### src/rtl/mvu_ctrl_dma_pkg.sv
// Shared types for the MVU controller-port DMA: FSM state encoding and transfer direction codes.
package mvu_dma_pkg;

   typedef enum logic [1:0] {
      IDLE = 2'd0,
      WR   = 2'd1,
      RD   = 2'd2,
      DONE = 2'd3
   } state_t;

   localparam logic DIR_WR = 1'b0;
   localparam logic DIR_RD = 1'b1;

endpackage

### src/rtl/mvu_ctrl_dma_if.sv
// Command, host-stream and MVU wrc/rdc port bundle for mvu_ctrl_dma.
// cmd_stride exists only when MVU_DMA_STRIDE_EN is defined.
interface mvu_ctrl_dma_if #(
   parameter int N       = 64,
   parameter int BDBANKA = 15,
   parameter int BLEN    = 15
);
   logic               cmd_valid;
   logic               cmd_ready;
   logic               cmd_dir;
   logic [BDBANKA-1:0] cmd_addr;
   logic [BLEN-1:0]    cmd_len;
`ifdef MVU_DMA_STRIDE_EN
   logic [BLEN-1:0]    cmd_stride;
`endif
   logic               busy;
   logic               done;

   logic               s_valid;
   logic               s_ready;
   logic [N-1:0]       s_word;
   logic               m_valid;
   logic               m_ready;
   logic [N-1:0]       m_word;

   logic               wrc_en;
   logic               wrc_grnt;
   logic [BDBANKA-1:0] wrc_addr;
   logic [N-1:0]       wrc_word;
   logic               rdc_en;
   logic               rdc_grnt;
   logic [BDBANKA-1:0] rdc_addr;
   logic [N-1:0]       rdc_word;

   // master = the DMA engine, slave = host plus MVU side
   modport master (
`ifdef MVU_DMA_STRIDE_EN
      input  cmd_stride,
`endif
      input  cmd_valid, cmd_dir, cmd_addr, cmd_len,
      output cmd_ready, busy, done,
      input  s_valid, s_word, m_ready, wrc_grnt, rdc_grnt, rdc_word,
      output s_ready, m_valid, m_word,
      output wrc_en, wrc_addr, wrc_word, rdc_en, rdc_addr
   );

   modport slave (
`ifdef MVU_DMA_STRIDE_EN
      output cmd_stride,
`endif
      output cmd_valid, cmd_dir, cmd_addr, cmd_len,
      input  cmd_ready, busy, done,
      output s_valid, s_word, m_ready, wrc_grnt, rdc_grnt, rdc_word,
      input  s_ready, m_valid, m_word,
      input  wrc_en, wrc_addr, wrc_word, rdc_en, rdc_addr
   );

endinterface

### src/rtl/mvu_ctrl_dma_fifo.sv
// Read-return FIFO: power-of-two depth, occupancy count, head word reads as zero while empty.
module mvu_dma_fifo #(
   parameter int N     = 64,
   parameter int DEPTH = 4,
   localparam int AW   = $clog2(DEPTH)
) (
   input  logic         clk,
   input  logic         rst_n,
   input  logic         push,
   input  logic [N-1:0] push_word,
   input  logic         pop,
   output logic [N-1:0] pop_word,
   output logic [AW:0]  count,
   output logic         empty
);
   localparam logic [AW:0] FULL = DEPTH[AW:0];

   logic [N-1:0]  mem [DEPTH];
   logic [AW-1:0] wr_ptr;
   logic [AW-1:0] rd_ptr;

   assign empty    = (count == '0);
   assign pop_word = empty ? '0 : mem[rd_ptr];

   // NOTE: the storage array is deliberately not reset; pointers and count alone define validity.
   always_ff @(posedge clk) begin
      if (push) mem[wr_ptr] <= push_word;
   end

   // NOTE: all sequential state uses non-blocking assignments so every flop samples pre-edge values.
   always_ff @(posedge clk or negedge rst_n) begin
      if (!rst_n) begin
         wr_ptr <= '0;
         rd_ptr <= '0;
         count  <= '0;
      end else begin
         if (push) wr_ptr <= wr_ptr + 1'b1;
         if (pop)  rd_ptr <= rd_ptr + 1'b1;
         case ({push, pop})
            2'b10:   count <= count + 1'b1;
            2'b01:   count <= count - 1'b1;
            default: count <= count;
         endcase
      end
   end

   a_no_push_full: assert property (@(posedge clk) disable iff (!rst_n) !(push && count == FULL));

endmodule

### src/rtl/mvu_ctrl_dma.sv
// Host-side DMA initiator moving word blocks between host streams and one MVU data memory.
// Define MVU_DMA_STRIDE_EN to add a latched per-command address stride; otherwise stride is 1.
module mvu_ctrl_dma
   import mvu_dma_pkg::*;
#(
   parameter int N       = 64,
   parameter int BDBANKA = 15,
   parameter int BLEN    = 15,
   parameter int RDLAT   = 1,
   parameter int DEPTH   = 4
) (
   input logic            clk,
   input logic            rst_n,
   mvu_ctrl_dma_if.master bus
);
   localparam int CW = $clog2(DEPTH);
   localparam logic [CW+1:0] DEPTH_W = DEPTH[CW+1:0];

   state_t             state;
   logic [BLEN-1:0]    len_q;
   logic [BLEN-1:0]    cnt_a;     // WR: words accepted, RD: requests granted
   logic [BLEN-1:0]    cnt_b;     // WR: writes granted,  RD: words delivered
   logic [BDBANKA-1:0] wr_next;
   logic [BDBANKA-1:0] step;
   logic [RDLAT-1:0]   vpipe;
   logic [CW:0]        fifo_count;
   logic [CW:0]        inflight;
   logic [CW+1:0]      occ;
   logic               fifo_empty;
   logic               s_hs;
   logic               w_xfer;
   logic               r_xfer;
   logic               m_hs;

`ifdef MVU_DMA_STRIDE_EN
   logic [BLEN-1:0]    stride_q;
   assign step = BDBANKA'(stride_q);
`else
   assign step = {{(BDBANKA-1){1'b0}}, 1'b1};
`endif

   // Reserving FIFO room at request time guarantees every return has a slot.
   assign inflight    = (CW+1)'($countones(vpipe));
   assign occ         = {1'b0, fifo_count} + {1'b0, inflight};

   assign bus.cmd_ready = (state == IDLE);
   assign bus.busy      = (state != IDLE);
   assign bus.done      = (state == DONE);
   assign bus.s_ready   = (state == WR) && (cnt_a < len_q) && (!bus.wrc_en || bus.wrc_grnt);
   assign bus.rdc_en    = (state == RD) && (cnt_a < len_q) && (occ < DEPTH_W);
   assign bus.m_valid   = !fifo_empty;

   assign s_hs   = bus.s_valid && bus.s_ready;
   assign w_xfer = bus.wrc_en && bus.wrc_grnt;
   assign r_xfer = bus.rdc_en && bus.rdc_grnt;
   assign m_hs   = bus.m_valid && bus.m_ready;

   always_ff @(posedge clk or negedge rst_n) begin
      if (!rst_n) begin
         state        <= IDLE;
         len_q        <= '0;
         cnt_a        <= '0;
         cnt_b        <= '0;
         wr_next      <= '0;
         vpipe        <= '0;
         bus.wrc_en   <= 1'b0;
         bus.wrc_addr <= '0;
         bus.wrc_word <= '0;
         bus.rdc_addr <= '0;
`ifdef MVU_DMA_STRIDE_EN
         stride_q     <= '0;
`endif
      end else begin
         vpipe[0] <= r_xfer;
         for (int i = 1; i < RDLAT; i++) vpipe[i] <= vpipe[i-1];

         case (state)
            IDLE: begin
               if (bus.cmd_valid) begin
                  len_q        <= bus.cmd_len;
                  cnt_a        <= '0;
                  cnt_b        <= '0;
                  wr_next      <= bus.cmd_addr;
                  bus.rdc_addr <= bus.cmd_addr;
`ifdef MVU_DMA_STRIDE_EN
                  stride_q     <= bus.cmd_stride;
`endif
                  if (bus.cmd_len == '0)        state <= DONE;
                  else if (bus.cmd_dir == DIR_RD) state <= RD;
                  else                            state <= WR;
               end
            end
            WR: begin
               if (s_hs) begin
                  bus.wrc_en   <= 1'b1;
                  bus.wrc_addr <= wr_next;
                  bus.wrc_word <= bus.s_word;
                  wr_next      <= wr_next + step;
                  cnt_a        <= cnt_a + 1'b1;
               end else if (w_xfer) begin
                  bus.wrc_en <= 1'b0;
               end
               if (w_xfer) begin
                  cnt_b <= cnt_b + 1'b1;
                  if (cnt_b + 1'b1 == len_q) state <= DONE;
               end
            end
            RD: begin
               if (r_xfer) begin
                  bus.rdc_addr <= bus.rdc_addr + step;
                  cnt_a        <= cnt_a + 1'b1;
               end
               if (m_hs) begin
                  cnt_b <= cnt_b + 1'b1;
                  if (cnt_b + 1'b1 == len_q) state <= DONE;
               end
            end
            DONE:    state <= IDLE;
            default: state <= IDLE;
         endcase
      end
   end

   mvu_dma_fifo #(.N(N), .DEPTH(DEPTH)) u_fifo (
      .clk       (clk),
      .rst_n     (rst_n),
      .push      (vpipe[RDLAT-1]),
      .push_word (bus.rdc_word),
      .pop       (m_hs),
      .pop_word  (bus.m_word),
      .count     (fifo_count),
      .empty     (fifo_empty)
   );

endmodule
### src/flat_wrapper.sv
// flat-port wrapper written by rule: the top's interface ports become plain ports
module mvu_ctrl_dma_flat import mvu_dma_pkg::*;
#(
   parameter int N       = 64,
   parameter int BDBANKA = 15,
   parameter int BLEN    = 15,
   parameter int RDLAT   = 1,
   parameter int DEPTH   = 4
)
  (clk, rst_n, bus_cmd_valid, bus_cmd_dir, bus_cmd_addr, bus_cmd_len, bus_cmd_ready, bus_busy, bus_done, bus_s_valid, bus_s_word, bus_m_ready, bus_wrc_grnt, bus_rdc_grnt, bus_rdc_word, bus_s_ready, bus_m_valid, bus_m_word, bus_wrc_en, bus_wrc_addr, bus_wrc_word, bus_rdc_en, bus_rdc_addr);
  mvu_ctrl_dma_if #(.N(N), .BDBANKA(BDBANKA), .BLEN(BLEN)) bus_i ();
  input logic clk;
  input logic rst_n;
  input wire logic [$bits(bus_i.cmd_valid)-1:0] bus_cmd_valid;
  input wire logic [$bits(bus_i.cmd_dir)-1:0] bus_cmd_dir;
  input wire logic [$bits(bus_i.cmd_addr)-1:0] bus_cmd_addr;
  input wire logic [$bits(bus_i.cmd_len)-1:0] bus_cmd_len;
  output wire logic [$bits(bus_i.cmd_ready)-1:0] bus_cmd_ready;
  output wire logic [$bits(bus_i.busy)-1:0] bus_busy;
  output wire logic [$bits(bus_i.done)-1:0] bus_done;
  input wire logic [$bits(bus_i.s_valid)-1:0] bus_s_valid;
  input wire logic [$bits(bus_i.s_word)-1:0] bus_s_word;
  input wire logic [$bits(bus_i.m_ready)-1:0] bus_m_ready;
  input wire logic [$bits(bus_i.wrc_grnt)-1:0] bus_wrc_grnt;
  input wire logic [$bits(bus_i.rdc_grnt)-1:0] bus_rdc_grnt;
  input wire logic [$bits(bus_i.rdc_word)-1:0] bus_rdc_word;
  output wire logic [$bits(bus_i.s_ready)-1:0] bus_s_ready;
  output wire logic [$bits(bus_i.m_valid)-1:0] bus_m_valid;
  output wire logic [$bits(bus_i.m_word)-1:0] bus_m_word;
  output wire logic [$bits(bus_i.wrc_en)-1:0] bus_wrc_en;
  output wire logic [$bits(bus_i.wrc_addr)-1:0] bus_wrc_addr;
  output wire logic [$bits(bus_i.wrc_word)-1:0] bus_wrc_word;
  output wire logic [$bits(bus_i.rdc_en)-1:0] bus_rdc_en;
  output wire logic [$bits(bus_i.rdc_addr)-1:0] bus_rdc_addr;
  assign bus_i.cmd_valid = bus_cmd_valid;
  assign bus_i.cmd_dir = bus_cmd_dir;
  assign bus_i.cmd_addr = bus_cmd_addr;
  assign bus_i.cmd_len = bus_cmd_len;
  assign bus_cmd_ready = bus_i.cmd_ready;
  assign bus_busy = bus_i.busy;
  assign bus_done = bus_i.done;
  assign bus_i.s_valid = bus_s_valid;
  assign bus_i.s_word = bus_s_word;
  assign bus_i.m_ready = bus_m_ready;
  assign bus_i.wrc_grnt = bus_wrc_grnt;
  assign bus_i.rdc_grnt = bus_rdc_grnt;
  assign bus_i.rdc_word = bus_rdc_word;
  assign bus_s_ready = bus_i.s_ready;
  assign bus_m_valid = bus_i.m_valid;
  assign bus_m_word = bus_i.m_word;
  assign bus_wrc_en = bus_i.wrc_en;
  assign bus_wrc_addr = bus_i.wrc_addr;
  assign bus_wrc_word = bus_i.wrc_word;
  assign bus_rdc_en = bus_i.rdc_en;
  assign bus_rdc_addr = bus_i.rdc_addr;
  mvu_ctrl_dma #(.N(N), .BDBANKA(BDBANKA), .BLEN(BLEN), .RDLAT(RDLAT), .DEPTH(DEPTH)) u_core (.clk(clk), .rst_n(rst_n), .bus(bus_i));
endmodule
### config.mk
export PLATFORM = sky130hd
export DESIGN_NAME = mvu_ctrl_dma_flat
export DESIGN_NICKNAME = d
export VERILOG_FILES = /design/src/rtl/mvu_ctrl_dma_pkg.sv /design/src/rtl/mvu_ctrl_dma_if.sv /design/src/rtl/mvu_ctrl_dma_fifo.sv /design/src/rtl/mvu_ctrl_dma.sv /design/src/flat_wrapper.sv
export SDC_FILE = /design/constraint.sdc
export NUM_CORES = 1
export LEC_CHECK = 0
export CAP_MARGIN = 20
export CORE_MARGIN = 1.5
export CORE_UTILIZATION = 53
export DETAILED_ROUTE_END_ITERATION = 7
export HOLD_SLACK_MARGIN = 0.06
export PLACE_DENSITY = 0.81
export SLEW_MARGIN = 0
export SYNTH_ARGS = -nofsm -noshare
export SYNTH_HDL_FRONTEND = slang
export SYNTH_SLANG_ARGS = --single-unit
### constraint.sdc
create_clock -name clk -period 3.4 [get_ports clk]
set_clock_uncertainty 0.15 [all_clocks]
set_input_delay 0.68 -clock clk [delete_from_list [all_inputs] [get_ports clk]]
set_output_delay 0.68 -clock clk [all_outputs]
set_load 0.01 [all_outputs]
==> results of run 1 <==
-- worst min-delay path by stage --
stage,from,to,slack (ps)
after global routing,u_core.u_fifo.count[2],u_core.u_fifo.count[2],350
after CTS,u_core.u_fifo.count[2],u_core.u_fifo.count[2],340
after global placement,u_core.u_fifo.count[2],u_core.u_fifo.count[2],320
after floorplan,rst_n,u_core.bus.rdc_addr[0],230
final,u_core.u_fifo.count[2],u_core.u_fifo.count[2],340
after detailed placement,u_core.u_fifo.count[2],u_core.u_fifo.count[2],330
-- final cells by class --
| cell class | count | area (sq um) |
|---|---|---|
| Sequential cell | 421 | 11820 |
| Antenna cell | 1 | 2.502 |
| Inverter | 30 | 112.6 |
| Clock inverter | 27 | 256.5 |
| Multi-Input combinational cell | 693 | 6008 |
| Clock buffer | 55 | 1194 |
| Fill cell | 2289 | 9897 |
| Timing Repair Buffer | 373 | 3846 |
| Tap cell | 448 | 560.5 |
-- Yosys cell counts, types with 27 or more instances --
library cell,instances
and2_1,71
clkbuf_1,32
dfrtp_1,165
edfxtp_1,256
ha_1,28
inv_1,29
mux2_2,95
mux4_2,64
nand2_1,70
nand3_1,36
nor2_1,38
nor3_1,27
o21ai_0,39
xnor2_1,28
-- metrics by stage --
step,std cells,util,hold WS [ps]
final,2048,0.7063,336.0
after global routing,2047,0.7062,348.9
after CTS,2044,0.7036,337.2
after detailed placement,1951,0.6575,328.6
after global placement,1951,0.6575,324.2
after floorplan,1208,-,234.4
-- power groups by stage --
stage	Sequential (mW)	Combinational [mW]	Clock, mW
floorplan	7.54	5.02	0
global placement	7.56	8.83	0
detailed placement	7.61	8.99	0
CTS	7.50	9.22	4.87
global route	7.67	9.91	5.05
finish	7.51	9.20	4.77
-- kinds of logic (layout without fill, tap and decap cells) --
kind of cell | count (synthesis) | after routing | share of synthesized area
compound gates | 155 | 155 | 0.06020
simple gates | 304 | 304 | 0.08748
xor+xnor | 37 | 37 | 0.01780
other cells | 0 | 1 | 0
buf+inv | 94 | 485 | 0.02206
mux | 168 | 168 | 0.1431
fa+ha+maj | 29 | 29 | 0.02034
flops | 421 | 421 | 0.6490
-- routing by layer --
layer / share of wire / vias to the layer above / routed length (microns)
met2: 0.49 / 469 / 21080
met1: 0.40 / 5904 / 17290
met5: 0.00030 / - / 13
li1: - / 5282 / -
met3: 0.084 / 67 / 3606
met4: 0.019 / 2 / 821
-- sequential cells by signal (all words and copies together) (netlist names) --
register and flops:
u_core.bus.rdc_addr 15, u_core.bus.wrc_addr 15, u_core.bus.wrc_en 1, u_core.bus.wrc_word 64, u_core.cnt_a 15, u_core.cnt_b 15
u_core.len_q 15, u_core.state 2, u_core.u_fifo.count 3, u_core.u_fifo.mem 256, u_core.u_fifo.rd_ptr 2, u_core.u_fifo.wr_ptr 2
u_core.vpipe 1, u_core.wr_next 15
-- timing repair --
| action | 4_1_cts | 5_1_grt |
|---|---|---|
| setup endpoints to repair | 63 | 38 |
| endpoints found under the hold margin | 64 | 0 |
| hold buffers | 1 | 0 |
| cloned | 0 | 1 |
| pin swaps | 2 | 0 |
| setup buffers | 10 | 2 |
| gates resized for setup | 5 | 16 |
==> flow_metrics.env, run 1 <==
export IMPL_syn_num_nets=1403
export IMPL_syn_inst=1208
export IMPL_syn_area_per_cell_sq_um=15.07
export IMPL_place_ws_ps=181.0
export IMPL_numCtsBuffers=44
export IMPL_ios=331
export IMPL_crit_required_ps=2570
export IMPL_hpwl_mm=28.55
export IMPL_core_sq_mm=0.03370
export IMPL_synth_top_cell_area_share=0.4222
export IMPL_final_setup_tns_ps=0
export IMPL_syn_area_sq_mm=0.01821
export IMPL_ys_seq_elements=421
export IMPL_critPathCapture="bus_m_word[24]"
export IMPL_setup_viol=0
export IMPL_grt_overflow_total=0
export IMPL_fmax_ghz=0.3018
export IMPL_critical_path_cell_count=5
export IMPL_portBuffers=330
export IMPL_p_leak_nw=8.913
export IMPL_period_needed_ps=3314
export IMPL_cp_slowest_cell="mux4_2"
export IMPL_placed_cell_area_sq_mm=0.02216
export IMPL_dieArea_sq_mm=0.03547
export IMPL_grt_total_usage=0.2420
export IMPL_cts_root_buf="clkbuf_16"
export IMPL_postRouteAntennaNets=0
export IMPL_grt_max_degree=72
export IMPL_cts_tree="yes"
export IMPL_worstSetupStartpoint="u_core.u_fifo.rd_ptr[0]"
export IMPL_cp_start_kind="flip-flop"
export IMPL_antenna_found_initial=2
export IMPL_p_int_mw=14.41
export IMPL_met2_usage=0.4025
export IMPL_grt_pass1_vias=12170
export IMPL_status="finished clean"
export IMPL_cp_end_kind="output port"
export IMPL_met3_usage=0.05513
export IMPL_ys_flop_type="edfxtp_1"
export IMPL_clockBufferDepth=3
export IMPL_swShare=0.3289
export IMPL_regToRegSetupSlack_ps=180
export IMPL_path_cells="buf_12 > buf_16 > mux4_2 > and2_1 > clkdlybuf4s50_1"
export IMPL_met1_usage=0.3259
export IMPL_final_area_sq_mm=0.02380
export IMPL_syn2layout_area_growth_pct=30.73
export IMPL_ys_warn_count=0
export IMPL_r2r_start="u_core.cnt_a[14]"
export IMPL_ys_seq_area_frac=0.6490
export IMPL_finalNetCount=1758
export IMPL_first_iter_violations=987
export IMPL_die_w_microns=188.3
export IMPL_min_path_type="reg2reg"
export IMPL_finalWirelength_mm=42.81
export IMPL_via_per_inst=5.725
export IMPL_dr_pass1_iters=5
export IMPL_core_rowCount=67
export IMPL_ys_top_cells_by_area="edfxtp_1 42%, dfrtp_1 23%, mux4_2 7.9%"
export IMPL_cpLargestDelayFamily="buffers and inverters"
export IMPL_ir_drop_mv=0.6909
export IMPL_drive_gt1_frac=0.1939
export IMPL_final_common_cell="clkdlybuf4s50_1"
export IMPL_drc_errors=0
export IMPL_initial_core_util=0.5403
export IMPL_r2r_end="u_core.cnt_a[14]"
export IMPL_die_h_microns=188.3
export IMPL_critPathMaxStageDelay_ps=510
export IMPL_synthArstFlopShare=0.3919
export IMPL_cts_sinks=421
export IMPL_layout_common_cells="316 x clkdlybuf4s50_1, 256 x edfxtp_1, 162 x dfrtp_1"
export IMPL_power_density_mw_per_mm2=902.3
export IMPL_crit_buf_inv=3
export IMPL_slew_headroom=0.5584
export IMPL_wire_per_inst_microns=20.90
export IMPL_insertion_delay_ps=540
export IMPL_setup_slack_ps=86.20
export IMPL_switching_power_mw=7.064
export IMPL_gp_congestion=0.9152
export IMPL_vias=11720
export IMPL_htree_num_levels=2
export IMPL_pwr_share_clk=0.222
export IMPL_arrival_ps=2480
export IMPL_hold_depth=1
export IMPL_rsz0062_at_grt="true"
export IMPL_max_cap_viol_count=0
export IMPL_yosys_area_top_type="edfxtp_1"
export IMPL_grt_pass1_wl_mm=67.07
export IMPL_clk_pin_slew_ps=60
export IMPL_ys_types=69
export IMPL_final_hold_violation_count=0
export IMPL_tightest_slew_ps=662.3
export IMPL_fin_crit_sh=0.9746
export IMPL_cp_max_fo=8
export IMPL_p_seq_frac=0.350
export IMPL_top_usage_layer="met2"
export IMPL_synth_edff_count=256
export IMPL_total_power_mw=21.48
export IMPL_worst_setup_path_type="reg2out"
export IMPL_reg2regPathDepth=9
export IMPL_combPwrFrac=0.428
export IMPL_drv_slew=0
(Power assumes the default switching activity.)
==> run 2, diff against run 1 <==
- CORE_MARGIN: 1.5 -> default
==> flow_metrics.env, run 2 (synthesized netlist as in run 1, its figures left out) <==
export IMPL_status="finished clean"
export IMPL_grt_total_usage=0.2409
export IMPL_hold_path_startpoint="u_core.bus.wrc_word[13]"
export IMPL_cts_root_buf="clkbuf_16"
export IMPL_gp_congestion=0.8663
export IMPL_portBuffers=330
export IMPL_power_density_mw_per_mm2=902.2
export IMPL_hpwl_mm=28.48
export IMPL_p_leak_nw=8.788
export IMPL_met1_usage=0.3227
export IMPL_crit_buf_inv=3
export IMPL_drv_slew=0
export IMPL_final_common_cell="clkdlybuf4s50_1"
export IMPL_tightest_slew_ps=795.1
export IMPL_wire_per_inst_microns=20.98
export IMPL_crit_required_ps=2570
export IMPL_finalNetCount=1760
export IMPL_postRouteAntennaNets=0
export IMPL_core_sq_mm=0.03370
export IMPL_dieArea_sq_mm=0.03510
export IMPL_cts_tree="yes"
export IMPL_first_iter_violations=939
export IMPL_top_regs="u_core.u_fifo.mem (256), u_core.bus.wrc_word (64)"
export IMPL_critPathMaxStageDelay_ps=530
export IMPL_r2r_start="u_core.cnt_a[10]"
export IMPL_grt_pass1_vias=11970
export IMPL_vias=11720
export IMPL_cp_start_kind="flip-flop"
export IMPL_worst_setup_path_type="reg2out"
export IMPL_max_cap_viol_count=0
export IMPL_setup_viol=0
export IMPL_via_per_inst=5.721
export IMPL_period_needed_ps=3341
export IMPL_ir_drop_mv=0.5562
export IMPL_cpLargestDelayFamily="buffers and inverters"
export IMPL_ios=331
export IMPL_met3_usage=0.05253
export IMPL_top_usage_layer="met2"
export IMPL_grt_overflow_total=0
export IMPL_min_path_type="reg2reg"
export IMPL_die_h_microns=187.3
export IMPL_die_w_microns=187.3
export IMPL_rsz0062_at_grt="true"
export IMPL_cp_max_fo=14
export IMPL_met2_usage=0.4073
export IMPL_clockBufferDepth=3
export IMPL_instances_no_fill=2049
export IMPL_drc_errors=0
export IMPL_initial_core_util=0.5403
export IMPL_cts_sinks=421
export IMPL_slew_headroom=0.4699
export IMPL_numCtsBuffers=44
export IMPL_top_register="u_core.u_fifo.mem"
export IMPL_worstSetupStartpoint="u_core.u_fifo.rd_ptr[0]"
export IMPL_cp_end_kind="output port"
export IMPL_path_cells="buf_12 > buf_16 > mux4_2 > and2_1 > clkdlybuf4s50_1"
export IMPL_layout_common_cells="326 x clkdlybuf4s50_1, 256 x edfxtp_1, 161 x dfrtp_1"
export IMPL_grt_pass1_wl_mm=66.02
export IMPL_largest_reg_flops=256
export IMPL_dr_pass1_iters=7
export IMPL_syn2layout_area_growth_pct=30.58
export IMPL_antenna_found_initial=3
export IMPL_drive_gt1_frac=0.1920
export IMPL_cp_slowest_cell="mux4_2"
export IMPL_fmax_ghz=0.2993
export IMPL_core_rowCount=67
export IMPL_grt_max_degree=73
export IMPL_fin_crit_sh=0.9827
export IMPL_arrival_ps=2510
export IMPL_finalWirelength_mm=42.99
export IMPL_clk_pin_slew_ps=60
export IMPL_final_hold_violation_count=0
export IMPL_insertion_delay_ps=540
export IMPL_htree_num_levels=2
export IMPL_final_setup_tns_ps=0
export IMPL_dp_cells=1957
run 2: metrics by stage:
stage                     hold WS [ps]  setup WS, ps    util  power, mW  cell area [sq um]
after floorplan                  234.4         631.9       -      12.56              18210
after global placement           331.7         299.9  0.6578      16.35              22170
after detailed placement         342.2         209.0  0.6578      16.60              22170
after CTS                        357.0         16.28  0.7006      21.35              23610
after global routing             370.7        -29.58  0.7054      22.59              23770
final                            351.0         58.75  0.7055      21.45              23780
run 2: final timing paths:
check	slack (ps)	cells past startpoint	to
setup / recovery	60	5	bus_m_word[48]
hold / removal	350	1	u_core.bus.wrc_word[13]
setup reg to reg	250	9	u_core.cnt_a[4]
hold reg to reg	350	1	u_core.bus.wrc_word[13]
max in group asynchronous	1680	3	u_core.bus.wrc_word[51]
min in group asynchronous	610	2	u_core.cnt_a[13]
run 2: final cells by class:
type / count / area, sq um
Timing Repair Buffer: 375 / 3842
Clock inverter: 17 / 155.1
Antenna cell: 2 / 5.005
Inverter: 30 / 112.6
Sequential cell: 421 / 11820
Multi-Input combinational cell: 693 / 6011
Clock buffer: 63 / 1265
Fill cell: 2283 / 9925
Tap cell: 448 / 560.5
run 2: power by group:
group          switching [mW]  internal [mW]  total (mW)
clock network            1.89           2.75        4.64
registers               0.939           6.56        7.49
logic                    4.24           5.08        9.32
total                    7.07           14.4        21.4
run 2: layer usage:
layer	wire [microns]	part of all wire
met4	675	0.016
met2	21550	0.50
met5	27	0.00063
met1	17340	0.40
met3	3402	0.079
run 2: what timing repair did:
action,4_1_cts,5_1_grt
gates resized for setup,4,9
gates cloned,0,4
pin swaps,1,1
setup buffers,1,4
hold buffers,1,0
hold endpoints to repair,60,0
setup endpoints to repair,28,18
